<file path="config.mk">
export PLATFORM = sky130hd
export DESIGN_NAME = stage_monitor
export DESIGN_NICKNAME = d
export VERILOG_FILES = /design/src/rtl/stage_monitor.sv
export SDC_FILE = /design/constraint.sdc
export NUM_CORES = 1
export LEC_CHECK = 0
export CORE_MARGIN = 4
export CORE_UTILIZATION = 60
export CTS_BUF_LIST = sky130_fd_sc_hd__clkbuf_8 sky130_fd_sc_hd__clkbuf_16
export DETAILED_ROUTE_END_ITERATION = 12
export GPL_TIMING_DRIVEN = 0
export PLACE_DENSITY = 0.79
export SLEW_MARGIN = 20
export SYNTH_ARGS = -nofsm -noshare
export SYNTH_HDL_FRONTEND = slang
export SYNTH_SLANG_ARGS = --single-unit
export TNS_END_PERCENT = 50
</file>
<file path="constraint.sdc">
create_clock -name clock -period 4.14 [get_ports clock]
set_input_delay 0.414 -clock clock [delete_from_list [all_inputs] [get_ports clock]]
set_output_delay 0.414 -clock clock [all_outputs]
set_load 0.05 [all_outputs]
</file>
<file path="src/rtl/stage_monitor.sv">
// stage_monitor: samples a firmware stage code and error flags from pads on a
// prescaled tick, debounces stage changes over two consecutive ticks, logs
// accepted stages in a first-word-fall-through history FIFO and latches one
// terminal verdict (pass / fail / timeout) per run.
module stage_monitor #(
    parameter int                 STAGE_W         = 8,
    parameter int                 NUM_ERR         = 1,
    parameter int                 SAMPLE_DIV      = 100,
    parameter int                 TIMEOUT_SAMPLES = 24000,
    parameter int                 TIMEOUT_MODE    = 0,
    parameter logic [STAGE_W-1:0] PASS_CODE       = 8'hFE,
    parameter int                 HIST_DEPTH      = 16
) (
    input  logic                          clock,
    input  logic                          resetb,
    input  logic                          enable,
    input  logic                          clear,
    input  logic [STAGE_W-1:0]            stage_i,
    input  logic [NUM_ERR-1:0]            err_i,
    output logic                          stage_evt,
    output logic [STAGE_W-1:0]            stage_q,
    output logic                          done,
    output logic                          pass,
    output logic                          fail,
    output logic                          timeout,
    output logic [NUM_ERR-1:0]            err_src,
    output logic                          hist_valid,
    input  logic                          hist_ready,
    output logic [STAGE_W-1:0]            hist_data,
    output logic [$clog2(HIST_DEPTH):0]   hist_count,
    output logic                          hist_ovf
);

    localparam int PW = $clog2(SAMPLE_DIV);
    localparam int WW = $clog2(TIMEOUT_SAMPLES + 1);
    localparam int AW = $clog2(HIST_DEPTH);
    localparam int CW = AW + 1;

    typedef enum logic [2:0] {
        S_IDLE,
        S_RUN,
        S_PASS,
        S_FAIL,
        S_TOUT
    } state_t;

    state_t               state;
    state_t               state_next;

    logic [STAGE_W-1:0]   stage_s1;
    logic [STAGE_W-1:0]   stage_s2;
    logic [NUM_ERR-1:0]   err_s1;
    logic [NUM_ERR-1:0]   err_s2;

    logic [PW-1:0]        presc;
    logic [WW-1:0]        wd;
    logic [WW-1:0]        wd_inc;
    logic [STAGE_W-1:0]   cand;

    logic [STAGE_W-1:0]   mem [HIST_DEPTH];
    logic [AW-1:0]        wr_ptr;
    logic [AW-1:0]        rd_ptr;

    logic                 tick;
    logic                 err_any;
    logic                 accept;
    logic                 pass_hit;
    logic                 wd_zero;
    logic                 tout_hit;
    logic                 pop;
    logic                 full;
    logic                 push_ok;

    // Two-flop synchronisers for the asynchronous pad inputs; clear leaves them alone.
    always_ff @(posedge clock or negedge resetb) begin
        if (!resetb) begin
            stage_s1 <= '0;
            stage_s2 <= '0;
            err_s1   <= '0;
            err_s2   <= '0;
        end else begin
            stage_s1 <= stage_i;
            stage_s2 <= stage_s1;
            err_s1   <= err_i;
            err_s2   <= err_s1;
        end
    end

    // Per-tick decisions and next state; error beats stage acceptance, pass beats timeout.
    always_comb begin
        tick     = (state == S_RUN) && enable && !clear && (presc == PW'(SAMPLE_DIV - 1));
        err_any  = |err_s2;
        accept   = tick && !err_any && (stage_s2 == cand) && (stage_s2 != stage_q);
        pass_hit = accept && (stage_s2 == PASS_CODE);
        wd_zero  = accept && (TIMEOUT_MODE != 0);
        wd_inc   = wd + 1'b1;
        tout_hit = tick && !err_any && !pass_hit && !wd_zero && (wd_inc == WW'(TIMEOUT_SAMPLES));

        state_next = state;
        if (clear) begin
            state_next = S_IDLE;
        end else begin
            case (state)
                S_IDLE: if (enable) state_next = S_RUN;
                S_RUN: begin
                    if (!enable)               state_next = S_IDLE;
                    else if (tick && err_any)  state_next = S_FAIL;
                    else if (pass_hit)         state_next = S_PASS;
                    else if (tout_hit)         state_next = S_TOUT;
                end
                default: state_next = state;
            endcase
        end
    end

    // FSM state register.
    always_ff @(posedge clock or negedge resetb) begin
        if (!resetb) state <= S_IDLE;
        else         state <= state_next;
    end

    // History FIFO handshake: a push into a full FIFO is only kept when a pop frees a slot.
    always_comb begin
        pop     = hist_valid && hist_ready && !clear;
        full    = (hist_count == CW'(HIST_DEPTH));
        push_ok = accept && (!full || pop);
    end

    // History storage; no reset so it maps onto RAM, pointers give it meaning.
    always_ff @(posedge clock) begin
        if (push_ok) mem[wr_ptr] <= stage_s2;
    end

    // Prescaler, debounce, watchdog, verdict flags and FIFO bookkeeping.
    always_ff @(posedge clock or negedge resetb) begin
        if (!resetb) begin
            presc      <= '0;
            wd         <= '0;
            cand       <= '0;
            stage_q    <= '0;
            stage_evt  <= 1'b0;
            pass       <= 1'b0;
            fail       <= 1'b0;
            timeout    <= 1'b0;
            err_src    <= '0;
            wr_ptr     <= '0;
            rd_ptr     <= '0;
            hist_count <= '0;
            hist_ovf   <= 1'b0;
        end else if (clear) begin
            presc      <= '0;
            wd         <= '0;
            cand       <= '0;
            stage_q    <= '0;
            stage_evt  <= 1'b0;
            pass       <= 1'b0;
            fail       <= 1'b0;
            timeout    <= 1'b0;
            err_src    <= '0;
            wr_ptr     <= '0;
            rd_ptr     <= '0;
            hist_count <= '0;
            hist_ovf   <= 1'b0;
        end else begin
            stage_evt <= accept;
            if (state == S_RUN && !enable) begin
                presc <= '0;
                wd    <= '0;
            end else if (state == S_RUN) begin
                presc <= tick ? '0 : presc + 1'b1;
                if (tick) begin
                    if (err_any) begin
                        fail    <= 1'b1;
                        err_src <= err_s2;
                    end else begin
                        cand <= stage_s2;
                        if (accept)   stage_q <= stage_s2;
                        if (pass_hit) pass    <= 1'b1;
                        wd <= wd_zero ? '0 : wd_inc;
                        if (tout_hit) timeout <= 1'b1;
                    end
                end
            end

            if (push_ok) wr_ptr <= wr_ptr + 1'b1;
            if (pop)     rd_ptr <= rd_ptr + 1'b1;
            if (push_ok && !pop)      hist_count <= hist_count + 1'b1;
            else if (pop && !push_ok) hist_count <= hist_count - 1'b1;
            if (accept && full && !pop) hist_ovf <= 1'b1;
        end
    end

    assign done       = pass | fail | timeout;
    assign hist_valid = (hist_count != '0);
    assign hist_data  = hist_valid ? mem[rd_ptr] : '0;

endmodule
</file>
; Word level (Yosys, flattened, before mapping)
; Memories as Yosys holds them, arrays and structs flattened.
; Cells that the tools add are included.
; Widths: inputs -> output; s select.
[word_totals]
wordCells = 143
ram_bits = 128
output_inout_bits = 29
register_bits = 77
memories = 1
inputBits = 14
[memory_table]
columns = memory, words, width, read_ports, rd_ports_with_merged_regs, write_ports, line
row1 = mem, 16, 8, 1, 0, 1, 60  ; logic [STAGE_W-1:0] mem [HIST_DEPTH];
[classes]
reduce_logical = 48
bitwise = 2
mux = 57
add_sub_neg = 6
eq_ne = 12
[ops]
columns = cell, n
row1 = $mux 8, 12
row2 = $mux 15, 5
row3 = $mux 7, 4
row4 = $mux 1, 22
row5 = $logic_and 1x1->1, 18
row6 = $mux 3, 6
row7 = $reduce_bool 2->1, 9
row8 = $mux 4, 4
row9 = $add 15x1->15 const B, 1
row10 = $eq 15x15->1 const B, 1
row11 = $mux 5, 3
row12 = $reduce_and 5->1, 3
row13 = $reduce_bool 3->1, 4
row14 = $add 4x1->4 const B, 2
row15 = $eq 8x8->1, 1
row16 = $eq 8x8->1 const B, 1
row17 = $ne 8x8->1, 1
row18 = $reduce_and 4->1, 2
row19 = $add 7x1->7 const B, 1
row20 = $eq 7x7->1 const B, 1
row21 = $logic_not 1->1, 7
row22 = $ne 6x5->1 const B, 1
row23 = $pmux 3 s2, 1
row24 = $reduce_and 3->1, 2
row25 = other kinds (11), 13

; Depth between registers and ports, before layout
; Gate-level depths: netlist of run 1.
[logic_depth]
ltp_word = 17
ltp_mapped = 14
depth_no_buf = 12

; Worst setup path after synthesis of run 1
; Ideal clock, no wire load.
[synth_timing]
path_kind = register to register
startpoint = register stage_q[1]
endpoint = register hist_count[4]
t_arrival_ps = 3211
n_path_buf = 2
stages_incl_launch_ff = 14
path_slack_ps = 847
setup_time_ps = 82
period_less_slack_ps = 3293
path_cell_list = dfrtp_1 xor2_1 nor4_1 a2111oi_4 buf_4 buf_4 nand2_1 fa_1 a21o_1 a21oi_1 nor2_1 nand3_1 o211ai_1 a31oi_1
[synth_between]
elab_chain_cells = 6
word_cells_on_any_way = 9
[synth_rtl]
columns = element, line
row1 = "start, declared", 21  ; output logic [STAGE_W-1:0] stage_q,
row2 = "start signal, assigned", 177  ; if (accept) stage_q <= stage_s2;
row3 = $ne 8x8->1 (*), 93  ; accept = tick && !err_any && (stage_s2 == cand) && (stage_s2 != stage_q);
row4 = $logic_and 1x1->1 (*), 93
row5 = $logic_and 1x1->1 (*), 126  ; push_ok = accept && (!full || pop);
row6 = $logic_and 1x1->1 / $logic_not 1->1 (equally long branches), "187, 188"
row7 = $mux 5 / $logic_and 1x1->1 (equally long branches), "187, 188"
row8 = $mux 5 / $reduce_bool 3->1 (equally long branches), --
row9 = "end signal, assigned", 187  ; if (push_ok && !pop) hist_count <= hist_count + 1'b1;
row10 = "end signal, assigned", 188  ; else if (pop && !push_ok) hist_count <= hist_count - 1'b1;
row11 = "end, declared", 30  ; output logic [$clog2(HIST_DEPTH):0] hist_count,
; Mark *: on every way between the ends. The rest lies on a longest branch, timed or not.
; A chain may end at the register's enable or synchronous reset.

; Worst setup path after layout of run 1
[layout_timing]
startpoint = register rd_ptr[1]
endpoint = output port hist_data[1]
[layout_between]
elab_chain_cells = 2
[layout_rtl]
columns = element, line
row1 = "start, declared", 62  ; logic [AW-1:0] rd_ptr;
row2 = "start signal, assigned", 186  ; if (pop) rd_ptr <= rd_ptr + 1'b1;
row3 = $mem_v2 16x8, --
row4 = $mux 8, 195  ; assign hist_data = hist_valid ? mem[rd_ptr] : '0;
row5 = "end, declared", 29  ; output logic [STAGE_W-1:0] hist_data,
; No other way between the ends.

==> results of run 1 <==
## cell usage after synthesis (all sizes together) (2+ instances only)
| library cell | count |
|---|---|
| a211oi | 9 |
| nand3b | 3 |
| nand4b | 2 |
| mux2i | 43 |
| clkbuf | 25 |
| a2111oi | 2 |
| inv | 16 |
| edfxtp | 128 |
| a21oi | 20 |
| o2bb2ai | 2 |
| ha | 12 |
| nor3b | 5 |
| o22ai | 10 |
| nor2 | 46 |
| o221ai | 17 |
| nand2b | 4 |
| nor3 | 4 |
| a21o | 4 |
| nor2b | 2 |
| o31ai | 5 |
| or3 | 5 |
| o21ai | 28 |
| nand3 | 12 |
| nor4b | 5 |
| mux4 | 16 |
| o21a | 2 |
| and3 | 5 |
| xnor2 | 14 |
| xor2 | 15 |
| nand4 | 18 |
| buf | 10 |
| nor4 | 17 |
| a32oi | 3 |
| a31oi | 3 |
| and2 | 5 |
| nand2 | 55 |
| dfrtp | 77 |
## final timing paths
check                                  from  depth (start not counted)  slack [ns]            end
worst min-delay path            stage_s1[2]                          0        0.35    stage_s2[2]
worst min register to register  stage_s1[2]                          0        0.35    stage_s2[2]
min in group asynchronous            resetb                          2        0.41       presc[3]
worst max register to register  stage_s2[3]                         12        0.12  hist_count[4]
worst max-delay path              rd_ptr[1]                          7        0.10   hist_data[1]
max in group asynchronous            resetb                          3        3.14    stage_s2[1]
## routing by layer
layer / part of all wire [%] / wire (um)
met5: 0 / 0
met4: 3.1 / 629
met3: 7.1 / 1420
met2: 50 / 9940
met1: 40 / 8080
## flip-flops by register name, summed over array words and instances, names as in the netlist, 5 cells and up
name / cells
cand: 8
stage_s1: 8
presc: 7
hist_count: 5
mem: 128
stage_s2: 8
stage_q: 8
wd: 15
## logic make-up after synthesis
logic type	Yosys count	share of synthesized area [%]
DFF	205	64.4
buffers and inverters	52	2.36
xor gates and xnor gates	29	2.83
and+or+nand+nor	192	11.2
muxes	59	8.82
AOI/OAI and AO/OA	112	8.50
adders and majority gates	13	1.90
## worst max-delay path, delay by kind of cell (launching register included)
family | cells | cell delay, ns
compound gates | 3 | 0.79
buf+inv | 3 | 1.63
simple gates | 1 | 0.34
flops | 1 | 0.37
## timing repair
| item | in CTS | in global routing |
|---|---|---|
| endpoints found under the setup margin | 1 | 8 |
| resized for setup | 6 | 9 |
| hold endpoints to repair | 30 | 0 |
| buffers inserted | 0 | 0 |
| hold buffers | 1 | 0 |
## cell type report
class	instances	area share (%)
multi-input combinational	405	29.4
timing repair buffer	54	4.80
sequential	205	55.5
inverter	17	0.612
buffer	35	1.43
clock inverter	14	0.576
tap	184	2.21
clock buffer	24	5.55
## power breakdown
group          internal (mW)  total, mW  switching [mW]
registers               2.22       2.30          0.0804
logic                  0.442       1.17           0.728
clock network          0.993       1.73           0.735
total                   3.65       5.19            1.54
==> results.py, run 1 <==
metrics = {
    "status": {
        "outcome": "finished clean",
    },
    "sta": {
        "setup_ws_ns": 0.101,
        "rsz0062_at_grt": "yes",
        "worstMarginPinSlew_ns": 0.894,
        "slew_headroom_pct": 40.2,
        "tns_ns": 0,
        "final_hold_viol_count": 0,
        "fin_crit_sh_pct": 97.6,
        "timing.hold.ws_ns": 0.346,
        "max_freq_mhz": 248,
        "fin_crit_ns": 4.04,
        "drv_slew": 0,
        "setup_viol_count_final": 0,
        "fin_skew_ns": 0.0141,
    },
    "final_layout": {
        "nFillCells": 920,
        "layout.nets": 766,
        "seq_area_um2": 5780,
        "utilization_pct": 71.4,
        "mostFrequentLayoutCells": "edfxtp_1 (128), dfrtp_1 (69), nand2_1 (54)",
        "antenna_cells": 0,
        "drive_above_1_share_pct": 12.5,
        "stdcell_count": 938,
        "multi_input_area_um2": 3060,
        "area_growth_pct": 16.2,
        "fin_area_um2": 10400,
        "final_common_cell": "edfxtp_1",
    },
    "grt": {
        "grt_first_pass_wirelength_um": 31900,
        "met3_usage_pct": 3.40,
        "grt_pass1_vias": 5973,
        "grt_start_max_net_pins": 48,
        "met2_usage_pct": 40.6,
        "antenna_found_initial": 0,
        "grt_overflow": 0,
        "grt-busiest-layer": "met2",
        "met1_usage_pct": 33.3,
        "grt_usage_pct": 24.5,
    },
    "floorplanning": {
        "start_util_pct": 61.5,
        "chipHeight_um": 130,
        "num_rows": 44,
        "dieArea_um2": 17000,
        "die_x_um": 130,
        "pin_count": 43,
        "coreArea_um2": 14600,
    },
    "worst_setup_path": {
        "cp-start-kind": "register",
        "crit_chain": "clkbuf_1 > nand2_1 > clkbuf_1 > o221ai_1 > o22ai_1 > a211oi_1 > clkdlybuf4s50_1",
        "slowest_delay_ns": 0.86,
        "cp_data_arrival_time_ns": 3.63,
        "crit_type": "reg -> out",
        "cp_slowest_cell": "clkdlybuf4s50_1",
        "worst_setup_path_end_kind": "primary output",
        "crit_fanout": 10,
        "crit_required_ns": 3.73,
        "crit_top_cell": "clkbuf_1",
    },
    "clock_network": {
        "clock-sinks": 205,
        "insertion_delay_ns": 0.50,
        "cts_htree_levels": 1,
        "cts_tree": "built",
        "path_clk_slew_ns": 0.06,
        "cts_inserted_buffers": 21,
        "clk_path_buf_depth": 3,
        "root_buffer": "clkbuf_16",
    },
    "synthesis": {
        "synth_flop_cell": "edfxtp_1",
        "netlist.top_cell.by_area": "edfxtp_1",
        "syn_area_um2": 8970,
        "netlist_top_cells_area": "edfxtp_1 (43%), dfrtp_1 (21%), mux2i_1 (4.8%), mux4_2 (4.0%), nand2_1 (2.3%)",
        "synthArstFlopShare_pct": 37.6,
        "synth_seq_cells": 205,
        "yosysSeqAreaShare_pct": 64.4,
        "synth_fp_nets": 689,
        "yosysTopAreaCellShare_pct": 42.9,
        "synth_edf_count": 128,
        "ys_warn_count": 0,
        "syn_area_per_cell_um2": 13.5,
        "synth_cells": 662,
        "synth_cell_types": 59,
    },
    "power": {
        "powerDensity_nw_per_um2": 498,
        "peakVddDrop_v": 0.000315,
        "totalPowerFinal_mw": 5.19,
        "power.leakage_nw": 3.73,
    },
    "run": {
        "maxCapViolations": 0,
    },
    "drt": {
        "ant_nets": 0,
        "drt-total-wl_um": 20100,
        "drc": 0,
        "avgRoutedWirePerCell_um": 21.4,
        "vias": 5931,
        "drtIter0Drc": 651,
        "vias_per_cell": 6.32,
        "dr.pass1.iters": 5,
    },
    "placement": {
        "dp_worst_setup_slack_ns": -0.0352,
        "gp_congestion": 0.917,
        "place_area_um2": 9750,
        "dp_hpwl_um": 13400,
        "post-place-cells": 899,
        "portBuffers": 40,
    },
    "min_path": {
        "worst_hold_path_type": "reg -> reg",
    },
}
Power figures use the tool's default switching activity.
==> run 2, diff against run 1 <==
- SLEW_MARGIN: 20 -> not set
==> results.py, run 2 (same netlist as run 1, synthesis figures left out) <==
metrics = {
    "worst_setup_path": {
        "crit_chain": "nor4b_4 > nand4b_1 > a2111oi_4 > buf_4 > buf_4 > nand2_1 > fa_1 > a21o_1 > a21oi_2 > nand2_1 > o211ai_1 > a31oi_1",
        "slowest_delay_ns": 0.67,
        "critPathCapture": "hist_count[4]",
        "r2r_end": "hist_count[4]",
        "crit_family": "compound AO/OA/AOI/OAI gates",
        "r2r_cells": 12,
        "ff2ff_setup_slack_ns": 0.23,
        "cp_slowest_cell": "a2111oi_4",
        "crit_fanout": 10,
        "crit_type": "reg -> reg",
        "cp_num_buf_inv": 2,
        "worst_setup_path_end_kind": "register",
        "cp_data_arrival_time_ns": 4.26,
        "crit_required_ns": 4.48,
        "worstSetupPathDepth": 12,
        "startpoint": "presc[2]",
        "worstReg2RegStart": "presc[2]",
        "cp-start-kind": "register",
    },
    "floorplanning": {
        "start_util_pct": 61.5,
        "coreArea_um2": 14600,
        "num_rows": 44,
        "chipHeight_um": 130,
        "pin_count": 43,
        "die_x_um": 130,
        "dieArea_um2": 17000,
    },
    "power": {
        "power.leakage_nw": 3.73,
        "peakVddDrop_v": 0.000366,
        "totalPowerFinal_mw": 5.28,
        "powerDensity_nw_per_um2": 505,
    },
    "final_layout": {
        "largest_reg_flops": 128,
        "final_common_cell": "edfxtp_1",
        "antenna_cells": 0,
        "area_growth_pct": 16.7,
        "layout.nets": 762,
        "max_flop_register": "mem",
        "fin_area_um2": 10500,
        "mostFrequentLayoutCells": "edfxtp_1 (128), dfrtp_1 (69), nand2_1 (54)",
        "largestRegisters": "mem: 128 flops, wd: 15 flops",
        "stdcell_count": 934,
        "drive_above_1_share_pct": 12.7,
    },
    "sta": {
        "worstMarginPinSlew_ns": 1.01,
        "drv_slew": 0,
        "fin_crit_sh_pct": 94.6,
        "timing.hold.ws_ns": 0.347,
        "max_freq_mhz": 255,
        "slew_headroom_pct": 32.0,
        "final_hold_viol_count": 0,
        "tns_ns": 0,
        "rsz0062_at_grt": "yes",
        "setup_viol_count_final": 0,
        "fin_crit_ns": 3.91,
        "fin_skew_ns": 0.0156,
    },
    "run": {
        "maxCapViolations": 0,
    },
    "clock_network": {
        "clk_path_buf_depth": 3,
        "clock-sinks": 205,
        "path_clk_slew_ns": 0.06,
        "cts_tree": "built",
        "cts_setup_buffers": 0,
        "root_buffer": "clkbuf_16",
        "cts_htree_levels": 1,
        "cts_inserted_buffers": 21,
        "insertion_delay_ns": 0.50,
    },
    "drt": {
        "vias_per_cell": 6.36,
        "avgRoutedWirePerCell_um": 21.6,
        "dr.pass1.iters": 7,
        "drtIter0Drc": 686,
        "drt-total-wl_um": 20100,
        "vias": 5937,
        "drc": 0,
        "ant_nets": 0,
    },
    "placement": {
        "portBuffers": 40,
        "place_area_um2": 9750,
        "dp_hpwl_um": 13300,
        "post-place-cells": 895,
        "gp_congestion": 0.917,
    },
    "grt": {
        "grt_pass1_vias": 5882,
        "grt_usage_pct": 24.3,
        "grt_first_pass_wirelength_um": 31900,
        "grt_overflow": 0,
        "grt_start_max_net_pins": 48,
        "antenna_found_initial": 0,
    },
    "status": {
        "outcome": "finished clean",
    },
    "min_path": {
        "worst_hold_path_type": "reg -> reg",
    },
}
run 2: final cells by class:
| class | count | area [um2] |
|---|---|---|
| well taps | 184 | 230 |
| repair buffers | 50 | 505 |
| flip-flops and latches | 205 | 5780 |
| multi-input cells | 405 | 3060 |
| plain buffers | 35 | 149 |
| clock inverters | 16 | 133 |
| inverters | 17 | 63.8 |
| clock buffers | 22 | 539 |
| fillers | 917 | 4130 |
run 2: per-layer routing:
| layer | GRT usage (%) | wire (um) | up-vias |
|---|---|---|---|
| li1 | - | - | 2658 |
| met1 | 33.2 | 7960 | 2945 |
| met2 | 39.3 | 9820 | 278 |
| met3 | 3.85 | 1530 | 56 |
| met4 | 10.2 | 830 | 0 |
| met5 | 0 | 0 | - |
run 2: what timing repair did:
| action | 4_1_cts | 5_1_grt |
|---|---|---|
| hold buffers | 1 | 0 |
| endpoints found under the hold margin | 30 | 0 |
| pin swaps | 0 | 1 |
| gates resized for setup | 6 | 12 |
| endpoints found under the setup margin | 1 | 8 |
run 2: worst min-delay path by stage:
stage,cells after the start,endpoint,slack (ns),from
after floorplan,0,cand[0],0.12,resetb
after global placement,0,err_any,0.33,err_s1
final,0,stage_s2[2],0.35,stage_s1[2]
after global routing,1,stage_s1[3],0.33,stage_i[3]
after detailed placement,0,stage_s2[2],0.34,stage_s1[2]
after CTS,1,stage_s1[5],0.34,stage_i[5]
run 2: through the flow:
| step | util (%) | setup slack (ns) |
|---|---|---|
| 3_3_place_gp | 65.8 | -0.0523 |
| 3_5_place_dp | 66.8 | -0.0838 |
| 5_1_grt | 71.7 | -0.00804 |
| 4_1_cts | 71.6 | 0.0226 |
| 2_1_floorplan | - | 0.847 |
| 6_report | 71.7 | 0.225 |
run 2: where the power goes:
group | total (mW) | internal, mW | switching (mW) | leakage (nW)
combinational | 1.16 | 0.443 | 0.722 | 1.22
sequential | 2.29 | 2.21 | 0.0801 | 2.17
clock | 1.83 | 1.07 | 0.756 | 0.341
total | 5.28 | 3.73 | 1.56 | 3.73
